## src/rtl/rst_seq_pkg.sv

```systemverilog
// Shared definitions for the reset sequencer: FSM state encodings, parameter limits
// and a width helper for the timer and index registers.
package rst_seq_pkg;

    typedef enum logic [1:0] {
        StAssert  = 2'd0,
        StRelease = 2'd1,
        StDone    = 2'd2
    } seq_state_e;

    localparam int unsigned NumDomainsMin = 1;
    localparam int unsigned NumDomainsMax = 8;
    localparam int unsigned HoldCyclesMin = 1;
    localparam int unsigned HoldCyclesMax = 255;
    localparam int unsigned GapCyclesMin  = 1;
    localparam int unsigned GapCyclesMax  = 255;

    // Bits needed to hold 0..max_val, never less than one.
    function automatic int unsigned cnt_width(input int unsigned max_val);
        int unsigned w;
        w = 1;
        while ((32'd1 << w) <= max_val) begin
            w = w + 1;
        end
        return w;
    endfunction

endpackage

```

## src/rtl/rst_seq_timer.sv

```systemverilog
// Loadable saturating down-counter; expired_o is high while the count reads zero.
module rst_seq_timer
    import rst_seq_pkg::*;
#(
    parameter int unsigned WIDTH     = 8,
    parameter int unsigned RESET_VAL = 0
) (
    input  logic             CLK,
    input  logic             RST,
    input  logic             load_i,
    input  logic [WIDTH-1:0] load_val_i,
    output logic             expired_o
);

    logic [WIDTH-1:0] count_q, count_d;

    always_comb begin
        count_d = count_q;
        if (load_i) begin
            count_d = load_val_i;
        end else if (count_q != '0) begin
            count_d = count_q - 1'b1;
        end
    end

    always_ff @(posedge CLK or negedge RST) begin
        if (!RST) begin
            count_q <= WIDTH'(RESET_VAL);
        end else begin
            count_q <= count_d;
        end
    end

    assign expired_o = (count_q == '0);

endmodule

```

## src/rtl/rst_seq_ctrl.sv

```systemverilog
// Reset sequencer: holds all domain resets, then releases them one at a time,
// restarting the whole sequence on a software request.
module rst_seq_ctrl
    import rst_seq_pkg::*;
#(
    parameter int unsigned NUM_DOMAINS = 3,
    parameter int unsigned HOLD_CYCLES = 4,
    parameter int unsigned GAP_CYCLES  = 8
) (
    input  logic                   CLK,
    input  logic                   RST,
    input  logic                   sw_rst_req,
    output logic                   sw_rst_ack,
    output logic [NUM_DOMAINS-1:0] dom_rst_n,
    output logic                   busy,
    output logic                   seq_done
);

    localparam int unsigned TimerMax =
        (HOLD_CYCLES > GAP_CYCLES) ? (HOLD_CYCLES - 1) : (GAP_CYCLES - 1);
    localparam int unsigned TimerW = cnt_width(TimerMax);
    localparam int unsigned IdxW   = cnt_width(NUM_DOMAINS - 1);

    localparam logic [TimerW-1:0] HoldLoad = TimerW'(HOLD_CYCLES - 1);
    localparam logic [TimerW-1:0] GapLoad  = TimerW'(GAP_CYCLES - 1);
    localparam logic [IdxW-1:0]   LastIdx  = IdxW'(NUM_DOMAINS - 1);

    seq_state_e             state_q, state_d;
    logic [IdxW-1:0]        idx_q, idx_d;
    logic [NUM_DOMAINS-1:0] dom_q, dom_d;
    logic                   ack_q, ack_d;
    logic                   busy_q, busy_d;
    logic                   done_q, done_d;

    logic                   timer_load;
    logic [TimerW-1:0]      timer_val;
    logic                   timer_expired;

    rst_seq_timer #(
        .WIDTH     (TimerW),
        .RESET_VAL (HOLD_CYCLES - 1)
    ) u_timer (
        .CLK        (CLK),
        .RST        (RST),
        .load_i     (timer_load),
        .load_val_i (timer_val),
        .expired_o  (timer_expired)
    );

    // idx_q is the next domain to release; it stops at the last domain.
    always_comb begin
        state_d    = state_q;
        idx_d      = idx_q;
        dom_d      = dom_q;
        ack_d      = 1'b0;
        busy_d     = busy_q;
        done_d     = done_q;
        timer_load = 1'b0;
        timer_val  = HoldLoad;

        if (sw_rst_req) begin
            // A request in any state restarts the hold from scratch.
            state_d    = StAssert;
            idx_d      = '0;
            dom_d      = '0;
            ack_d      = 1'b1;
            busy_d     = 1'b1;
            done_d     = 1'b0;
            timer_load = 1'b1;
            timer_val  = HoldLoad;
        end else begin
            case (state_q)
                StAssert: begin
                    if (timer_expired) begin
                        dom_d[0] = 1'b1;
                        if (NUM_DOMAINS == 1) begin
                            state_d = StDone;
                            busy_d  = 1'b0;
                            done_d  = 1'b1;
                        end else begin
                            state_d    = StRelease;
                            idx_d      = IdxW'(1);
                            timer_load = 1'b1;
                            timer_val  = GapLoad;
                        end
                    end
                end
                StRelease: begin
                    if (timer_expired) begin
                        for (int unsigned k = 0; k < NUM_DOMAINS; k++) begin
                            if (idx_q == IdxW'(k)) begin
                                dom_d[k] = 1'b1;
                            end
                        end
                        if (idx_q == LastIdx) begin
                            state_d = StDone;
                            busy_d  = 1'b0;
                            done_d  = 1'b1;
                        end else begin
                            idx_d      = idx_q + 1'b1;
                            timer_load = 1'b1;
                            timer_val  = GapLoad;
                        end
                    end
                end
                StDone: begin
                end
                default: begin
                    state_d    = StAssert;
                    idx_d      = '0;
                    dom_d      = '0;
                    busy_d     = 1'b1;
                    done_d     = 1'b0;
                    timer_load = 1'b1;
                    timer_val  = HoldLoad;
                end
            endcase
        end
    end

    always_ff @(posedge CLK or negedge RST) begin
        if (!RST) begin
            state_q <= StAssert;
            idx_q   <= '0;
            dom_q   <= '0;
            ack_q   <= 1'b0;
            busy_q  <= 1'b1;
            done_q  <= 1'b0;
        end else begin
            state_q <= state_d;
            idx_q   <= idx_d;
            dom_q   <= dom_d;
            ack_q   <= ack_d;
            busy_q  <= busy_d;
            done_q  <= done_d;
        end
    end

    assign sw_rst_ack = ack_q;
    assign dom_rst_n  = dom_q;
    assign busy       = busy_q;
    assign seq_done   = done_q;

endmodule

```

## config.mk

```make
export PLATFORM = sky130hd
export DESIGN_NAME = rst_seq_ctrl
export DESIGN_NICKNAME = d
export VERILOG_FILES = /design/src/rtl/rst_seq_pkg.sv /design/src/rtl/rst_seq_timer.sv /design/src/rtl/rst_seq_ctrl.sv
export SDC_FILE = /design/constraint.sdc
export NUM_CORES = 1
export LEC_CHECK = 0
export ABC_AREA = 1
export CAP_MARGIN = 30
export CORE_MARGIN = 2
export CORE_UTILIZATION = 30
export DETAILED_ROUTE_END_ITERATION = 8
export PLACE_DENSITY_LB_ADDON = 0.08
export SLEW_MARGIN = 5
export SYNTH_ARGS = -nofsm -noshare
export SYNTH_HDL_FRONTEND = slang
export SYNTH_SLANG_ARGS = --single-unit
```

## constraint.sdc

```tcl
create_clock -name CLK -period 1.8 [get_ports CLK]
set_input_delay 0.36 -clock CLK [delete_from_list [all_inputs] [get_ports CLK]]
set_output_delay 0.36 -clock CLK [all_outputs]
set_load 0.01 [all_outputs]
```

==> results.md, run 1 <==
* Die W at 53.0 µm
* Post-CTS Resized at 0
* FILL cells at 237
* Net switching power at 296 µW
* Post-synthesis register bit count at 12
* Final hold viol count at 0
* Setup TNS at 0 ns
* Sequential share of power at 0.450
* Gr ovfl total at 0
* DRT Pass-1 Iters at 4
* Clock slew at reported path FFs at 0.07 ns
* Setup Buffers After CTS at 0
* Combinational power share at 0.336
* Worst path cell trace: clkdlybuf4s50_1
* Die footprint at 2810 µm²
* DIE HEIGHT at 53.0 µm
* Sw frac at 0.359
* Layout area overhead at 17.9%
* Initial antenna violation count at 0
* Placer Congestion at 0.710
* Critical Path AT at 1.33 ns
* Mapped Avg Cell Area at 8.19 µm²
* Worst vdd ir at 509 µV
* Top-level port count at 9
* CP max FO at 2
* Post-synth top area share at 0.313
* Via count at 565
* Clk_skew at 0.000869 ns
* Seq/Total Area, Yosys at 0.422
* Num Clock Sinks at 12
* Footprint of the multi-input gates at 359 µm²
* Global Route Usage Sum at 0.119
* Nets at 107
* CORE AREA at 2230 µm²
* Unrepaired setup endpoints after global routing: no
* 1st-iter DRT viols at 17
* Synth warnings at 0
* Fraction of layout cells with a size suffix above 1 at 0.224
* I/O Buffers at 8
* Hold_buf cts at 0
* Family with the most delay on the worst path: flip-flops
* Cell accounting for the most synthesized area: dfrtp_1
* Number of global-route vias before repair at 509
* Routed wire length at 1360 µm
* Number of remaining DRC errors at 0
* Initial Utilization at 0.323
* Pins Over Slew Limit at 0
* Pint at 528 µW
* Worst path slowest cell: dfstp_2
* FF-to-FF setup slack at 0.44 ns
* Relative slew margins at 0.626
* CP bufs+invs at 1
* CTS Root Cell: clkbuf_4
* Final setup violation count at 0
* Storage element area at 304 µm²
* Netlist cell types at 20
* Tcrit/Tclk final at 0.938
* Pwr Density at 971 nW/µm²
* Number of diodes at 0
* Fin crit period at 1.69 ns
* Num CTS Buffers at 3
* Actual slew at the worst max-slew pin at 0.559 ns
* Row count at 17
* First-pass GRT wire length at 2300 µm
* Critical path type: reg -> out
* Status: complete, no violations
* P_leak at 0.000432 µW
* Biggest cell delay along the critical path at 0.53 ns
* Worst Setup Start Kind: register
* Crit end category: primary output
* CTS tree: yes
* WL per Instance at 10.8 µm
* HP Class: in -> async
* WP data required at 1.44 ns
* Post-DRT Antenna Nets at 0
* Mapped Nets at 96
* Hold_ws at 0.441 ns
* Max Root-Sink Buffers at 2
* F_max at 593 MHz
* Total of max-cap violations at 0
* Syn Std Cell Area at 721 µm²
* DP HPWL at 1040 µm
* Worst skew pair latency at 0.28 ns
* Htree depth at 1
* Pin count of the biggest net entering global routing at 13
* Clock power share at 0.214
* Vias per cell at 4.48
* Area contributors post-synth: dfrtp_1 31%, nand2_1 14%, dfstp_2 11%
* Mapped Cells at 88
## cells in the mapped netlist
cell / n
buf_4: 1
dfstp_2: 3
nor2_4: 2
buf_2: 1
o21ai_0: 2
inv_1: 6
nand4_1: 2
nand2_2: 1
nor2_1: 8
inv_2: 6
ha_1: 5
nand4_2: 1
nand3_2: 2
nand2_1: 27
a21oi_2: 1
nand3_1: 7
nand2_4: 2
xor2_1: 1
nor2_2: 1
dfrtp_1: 9
## sequential cells by signal, indices dropped and copies added (netlist names)
name             flops
u_timer.count_q      3
dom_rst_n            2
idx_q                2
state_q              2
busy                 1
seq_done             1
sw_rst_ack           1
## power groups by stage
stage               combinational (µW)  clock, µW  sequential, µW
floorplan                          209          0             374
global placement                   283          0             377
detailed placement                 281          0             375
CTS                                282        187             371
global route                       318        194             375
finish                             277        177             371
## layer usage
metal / vias to the layer above / track usage / part of all wire
li1: 297 / - / -
met1: 254 / 0.142 / 0.49
met2: 10 / 0.179 / 0.45
met3: 4 / 0.0593 / 0.042
met4: 0 / 0.0513 / 0.019
met5: - / 0 / 0
## final timing paths
path,startpoint,endpoint,cells past startpoint
setup / recovery,busy,busy,1
hold / removal,RST,u_timer.count_q[2],1
setup reg to reg,u_timer.count_q[0],idx_q[1],8
hold reg to reg,busy,busy,2
max in group asynchronous,RST,busy,1
min in group CLK,busy,busy,2
## cell type report
class	count	area share
sequential	12	0.358
clock buffer	4	0.0309
multi-input combinational	62	0.423
inverter	12	0.0530
timing repair buffer	8	0.0943
tap	28	0.0412
## metrics by stage
| step | util | std cells | power [µW] | instance area (µm²) | setup slack, ns |
|---|---|---|---|---|---|
| final | 0.380 | 126 | 825 | 850 | 0.112 |
| after floorplan | - | 88 | 583 | 721 | 0.537 |
| after CTS | 0.380 | 126 | 840 | 850 | 0.0921 |
| after global placement | 0.369 | 122 | 660 | 823 | 0.151 |
| after global routing | 0.380 | 126 | 888 | 850 | 0.0768 |
| after detailed placement | 0.369 | 122 | 656 | 823 | 0.119 |
## cells by family after synthesis
logic type / Yosys count / share of synthesized area
AOI/OAI and AO/OA: 3 / 0.0260
DFF: 12 / 0.422
and+or+nand+nor: 53 / 0.373
xor gates and xnor gates: 1 / 0.0122
buffers and inverters: 14 / 0.0799
adders and majority gates: 5 / 0.0868
## placed cells by master, fill, tap and decap left out, types with 2 or more instances in the layout
cell type         n
clkbuf_4          3
clkdlybuf4s50_1   8
dfrtp_1           9
dfstp_2           3
ha_1              5
inv_1             6
inv_2             6
nand2_1          27
nand2_4           2
nand3_1           7
nand3_2           2
nand4_1           2
nor2_1            8
nor2_4            2
o21ai_0           2
Power figures use the tool's default switching activity.
==> run 2, diff against run 1 <==
--- a/config.mk
+++ b/config.mk
@@ -6,7 +6,6 @@
 export NUM_CORES = 1
 export LEC_CHECK = 0
 export ABC_AREA = 1
-export CAP_MARGIN = 30
 export CORE_MARGIN = 2
 export CORE_UTILIZATION = 30
 export DETAILED_ROUTE_END_ITERATION = 8
==> constraint.sdc (replaced) <==
create_clock -name CLK -period 1.45 [get_ports CLK]
set_input_delay 0.29 -clock CLK [delete_from_list [all_inputs] [get_ports CLK]]
set_output_delay 0.29 -clock CLK [all_outputs]
set_load 0.01 [all_outputs]
==> run 2 against run 1 <==
Net effect:
- design area up 4.7%
- sequential power up 23%
- hold slack worse by 0.13 ns
- die area unchanged
- global-route usage up 1.1 points
- power up 26%
- critical path type unchanged
- critical endpoint unchanged
==> results.md, run 2 (synthesis results as in run 1) <==
* Status: complete, no violations
* FILL cells at 227 (-4.2%)
* Post-DRT Antenna Nets at 0 (unchanged)
* WP data required at 1.16 ns (-0.28 ns)
* Placed insts at 128 (+4.9%)
* Worst vdd ir at 490 µV (-3.8%)
* Clk_skew at 0.0100 ns (+0.00917 ns)
* Final setup violation count at 0 (unchanged)
* Gr ovfl total at 0 (unchanged)
* CTS tree: yes
* Unrepaired setup endpoints after global routing: no
* Setup Buffers After CTS at 0 (unchanged)
* HP Class: in -> async
* Placer Congestion at 0.771 (+8.7%)
* Routed wire length at 1400 µm (+2.8%)
* Post-place setup slack at -0.0195 ns (-0.139 ns)
* Via count at 576 (+1.9%)
* DP HPWL at 1070 µm (+3.3%)
* FF-to-FF setup slack at 0.15 ns (-0.29 ns)
* Storage element area at 304 µm² (unchanged)
* Nets at 113 (+5.6%)
* DRT Pass-1 Iters at 6 (+2)
* First-pass GRT wire length at 2530 µm (+9.9%)
* Global Route Usage Sum at 0.129 (+0.0105)
* Fraction of layout cells with a size suffix above 1 at 0.279 (+0.0544)
* Relative slew margins at 0.807 (+0.181)
* Number of diodes at 0 (unchanged)
* Pwr Density at 1170 nW/µm² (+21%)
* Number of cells on the worst reg-to-reg path at 8 (unchanged)
* Most frequent cells in the layout: 27 x nand2_1, 9 x dfrtp_1, 8 x nor2_1
* CORE AREA at 2230 µm² (unchanged)
* Crit end category: primary output
* Num Clock Sinks at 12 (unchanged)
* Final std cells w/o fill at 132 (+4.8%)
* Footprint of the multi-input gates at 362 µm² (+0.70%)
* F_max at 734 MHz
* Pin count of the biggest net entering global routing at 13 (unchanged)
* Fin crit period at 1.36 ns
* DIE HEIGHT at 53.0 µm (unchanged)
* Actual slew at the worst max-slew pin at 0.290 ns (-0.269 ns)
* Initial Utilization at 0.323 (unchanged)
* Pins Over Slew Limit at 0 (unchanged)
* Worst path slowest cell: dfstp_2
* Top reg by flops: u_timer.count_q
* Share of the core filled with cells at 0.398 (+0.0179)
* Family with the most delay on the worst path: flip-flops
* Top-level port count at 9 (unchanged)
* CTS Root Cell: clkbuf_4
* P_leak at 0.000478 µW (+11%)
* Reg-to-reg critical path endpoint: idx_q[0]
* Clock slew at reported path FFs at 0.09 ns (+0.02 ns)
* Critical path type: reg -> out
* Final hold viol count at 0 (unchanged)
* Num CTS Buffers at 3 (unchanged)
* Biggest cell delay along the critical path at 0.54 ns (about the same)
* Layout area overhead at 23.4%
* Hold_ws at 0.309 ns (-0.132 ns)
* WL per Instance at 10.6 µm (-1.9%)
* Final worst slack at 0.0868 ns (-0.0255 ns)
* RR Startpoint: u_timer.count_q[0]
* Worst skew pair latency at 0.28 ns (about the same)
* Tcrit/Tclk final at 0.940
* Commonest non-fill, non-tap cell in the layout: nand2_1
* 1st-iter DRT viols at 2 (-15)
* Number of remaining DRC errors at 0 (unchanged)
* Row count at 17 (unchanged)
* I/O Buffers at 8 (unchanged)
* Worst path cell trace: dlygate4sd2_1
* Max FFs per register at 3 (unchanged)
* Max Root-Sink Buffers at 2 (unchanged)
* CP bufs+invs at 1 (unchanged)
* Setup TNS at 0 ns (unchanged)
* Initial antenna violation count at 0 (unchanged)
* CP max FO at 2 (unchanged)
* Number of global-route vias before repair at 570 (+12%)
* Critical Path AT at 1.07 ns (-0.26 ns)
* Vias per cell at 4.36 (-2.7%)
* Total of max-cap violations at 0 (unchanged)
* Die footprint at 2810 µm² (unchanged)
* Worst Setup Start Kind: register
* Htree depth at 1 (unchanged)
* Die W at 53.0 µm (unchanged)
## run 2: cell count changes in the layout (fill, tap and decap cells not counted), sizes merged
cell	change
clkdlybuf4s50	-6
dlygate4sd2	+6
buf	+6
## run 2: cell type report
cell class | instances | share of cell area
timing repair buffer | 14 | 0.132
inverter | 12 | 0.0506
sequential | 12 | 0.342
clock buffer | 4 | 0.0295
tap | 28 | 0.0394
multi-input combinational | 62 | 0.406
## run 2: how the worst max path moves through the flow
stage	startpoint	to	slack (ns)	depth (start not counted)
after CTS	busy	busy	0.06	1
final	busy	busy	0.09	1
after floorplan	u_timer.count_q[0]	idx_q[1]	0.19	8
after global routing	u_timer.count_q[0]	idx_q[1]	0.03	8
after global placement	sw_rst_req	seq_done	-0.02	7
after detailed placement	sw_rst_req	state_q[1]	-0.02	6
## run 2: routing by layer
metal  global-route usage  wire length, µm
met3               0.0339               46
met4               0.0769               17
met2                0.181              602
met5                    0                0
met1                0.176              728
## run 2: timing repair
item	4_1_cts	5_1_grt
gates resized for setup	6	1
hold buffers	0	0
endpoints found under the setup margin	6	2
## run 2: stage by stage
step / instance area [µm²] / power (µW)
6_report: 890 / 1040
5_1_grt: 890 / 1140
4_1_cts: 887 / 1060
3_5_place_dp: 868 / 831
3_3_place_gp: 868 / 829
2_1_floorplan: 721 / 724
## run 2: power breakdown
group | internal, µW | leakage (µW) | switching (µW)
clock network | 107 | 0.0000150 | 119
logic | 140 | 0.000310 | 218
registers | 412 | 0.000152 | 46.2
total | 659 | 0.000478 | 384
==> run 3, diff against run 2 <==
==> constraint.sdc (replaced) <==
create_clock -name CLK -period 1.45 [get_ports CLK]
set_input_delay 0.29 -clock CLK [delete_from_list [all_inputs] [get_ports CLK]]
set_output_delay 0.29 -clock CLK [all_outputs]
set_load 0.02 [all_outputs]
==> run 3 against run 2 <==
Net effect:
- setup slack got worse by 0.035 ns
- sequential power barely moved
- largest cell class unchanged
- sequential share of layout area barely moved
- fmax fell by 2.5%
- register-to-register slack barely moved
==> results.md, run 3 (synthesis results as in run 1) <==
* Vias per cell at 4.36 (unchanged)
* CTS Root Cell: clkbuf_4
* Htree depth at 1 (unchanged)
* Unrepaired setup endpoints after global routing: no
* Pins Over Slew Limit at 0 (unchanged)
* Die W at 53.0 µm (unchanged)
* Critical Path AT at 1.11 ns (+0.04 ns)
* Actual slew at the worst max-slew pin at 0.290 ns (+0.000000477 ns)
* Die footprint at 2810 µm² (unchanged)
* HP Class: in -> async
* Num CTS Buffers at 3 (unchanged)
* CP max FO at 2 (unchanged)
* Crit end category: primary output
* Family with the most delay on the worst path: flip-flops
* Tcrit/Tclk final at 0.965 (+0.0244)
* Number of remaining DRC errors at 0 (unchanged)
* 1st-iter DRT viols at 2 (unchanged)
* Pin count of the biggest net entering global routing at 13 (unchanged)
* Fin crit period at 1.40 ns (+0.0354 ns)
* Num Clock Sinks at 12 (unchanged)
* Critical path type: reg -> out
* Post-DRT Antenna Nets at 0 (unchanged)
* P_leak at 0.000479 µW (+0.21%)
* DP HPWL at 1070 µm (unchanged)
* Gr ovfl total at 0 (unchanged)
* Worst path cell trace: clkdlybuf4s15_1
* Worst path slowest cell: dfstp_2
* Critical Path Sink: busy
* Commonest non-fill, non-tap cell in the layout: nand2_1
* Initial antenna violation count at 0 (unchanged)
* Fraction of layout cells with a size suffix above 1 at 0.279 (unchanged)
* Critical path depth in cells at 1 (unchanged)
* Status: complete, no violations
* Via count at 576 (unchanged)
* Row count at 17 (unchanged)
* WL per Instance at 10.6 µm (about the same)
* Max Root-Sink Buffers at 2 (unchanged)
* First-pass GRT wire length at 2530 µm (unchanged)
* Relative slew margins at 0.807 (about the same)
* Routed wire length at 1390 µm (about the same)
* CORE AREA at 2230 µm² (unchanged)
* Final worst slack at 0.0514 ns (-0.0354 ns)
* CTS tree: yes
* Reg-to-reg critical path endpoint: idx_q[0]
* Placed insts at 128 (unchanged)
* Critical Path Source: busy
* F_max at 715 MHz (-2.5%)
* Final hold viol count at 0 (unchanged)
* Most frequent cells in the layout: 27 x nand2_1, 9 x dfrtp_1, 8 x nor2_1
* Setup TNS at 0 ns (unchanged)
* Number of diodes at 0 (unchanged)
* Total of max-cap violations at 0 (unchanged)
* Number of global-route vias before repair at 570 (unchanged)
* Post-place setup slack at -0.0195 ns (unchanged)
* Clock slew at reported path FFs at 0.09 ns (about the same)
* Global Route Usage Sum at 0.129 (unchanged)
* RR Startpoint: u_timer.count_q[0]
* I/O Buffers at 8 (unchanged)
* Final std cells w/o fill at 132 (unchanged)
* Final setup violation count at 0 (unchanged)
* Number of cells on the worst reg-to-reg path at 8 (unchanged)
* Biggest cell delay along the critical path at 0.54 ns (about the same)
* Clk_skew at 0.0100 ns (+0.00000290 ns)
* Pwr Density at 1180 nW/µm² (+0.91%)
* Worst vdd ir at 492 µV (+0.40%)
* Nets at 113 (unchanged)
* DIE HEIGHT at 53.0 µm (unchanged)
* WP data required at 1.16 ns (about the same)
* Hold_buf cts at 0 (unchanged)
* FF-to-FF setup slack at 0.15 ns (about the same)
* FILL cells at 226 (-0.44%)
* DRT Pass-1 Iters at 6 (unchanged)
* Worst skew pair latency at 0.28 ns (about the same)
* Initial Utilization at 0.323 (unchanged)
* Hold_ws at 0.309 ns (+0.0000900 ns)
* Max FFs per register at 3 (unchanged)
* Top-level port count at 9 (unchanged)
* Worst Setup Start Kind: register
* CP bufs+invs at 1 (unchanged)
* Placer Congestion at 0.771 (unchanged)
* Layout area overhead at 23.6%
* Top reg by flops: u_timer.count_q
-- run 3: cell count changes in the layout (fill, tap and decap cells not counted) --
cell	previous run	this run
clkdlybuf4s15_1	0	1
dlygate4sd2_1	6	5
-- run 3: final cells by class --
cell class,count,area (µm²),area share
multi-input cells,62,362,0.406
flip-flops and latches,12,304,0.341
repair buffers,14,119,0.133
inverters,12,45.0,0.0506
well taps,28,35.0,0.0393
clock buffers,4,26.3,0.0295
-- run 3: routing by layer --
| metal | global-route usage | share of wire |
|---|---|---|
| met1 | 0.176 | 0.52 |
| met2 | 0.181 | 0.43 |
| met3 | 0.0339 | 0.033 |
| met4 | 0.0769 | 0.012 |
| met5 | 0 | 0 |
-- run 3: metrics by stage --
step                power, µW  instance area (µm²)   util
global placement          839                  868  0.389
finish                   1050                  891  0.399
detailed placement        841                  868  0.389
global route             1150                  891  0.399
floorplan                 734                  721      -
CTS                      1070                  888  0.398
-- run 3: worst min path at each step --
stage,from,endpoint,slack [ns],cells after the start
after floorplan,RST,dom_rst_n[0],-0.006,0
after global placement,busy,busy,0.45,2
after detailed placement,dom_rst_n[1],dom_rst_n[1],0.46,2
after CTS,RST,dom_rst_n[1],0.31,2
after global routing,RST,dom_rst_n[1],0.32,2
final,RST,dom_rst_n[1],0.31,2
-- run 3: power by group --
part | internal [µW] | switching [µW] | total [µW]
registers | 412 | 46.4 | 459
clock network | 107 | 119 | 226
logic | 141 | 228 | 369
total | 659 | 394 | 1050
-- run 3: what timing repair did --
action	CTS	global route
setup buffers	0	0
gates cloned	0	0
hold endpoints to repair	0	0
endpoints found under the setup margin	6	2
resized for setup	7	1
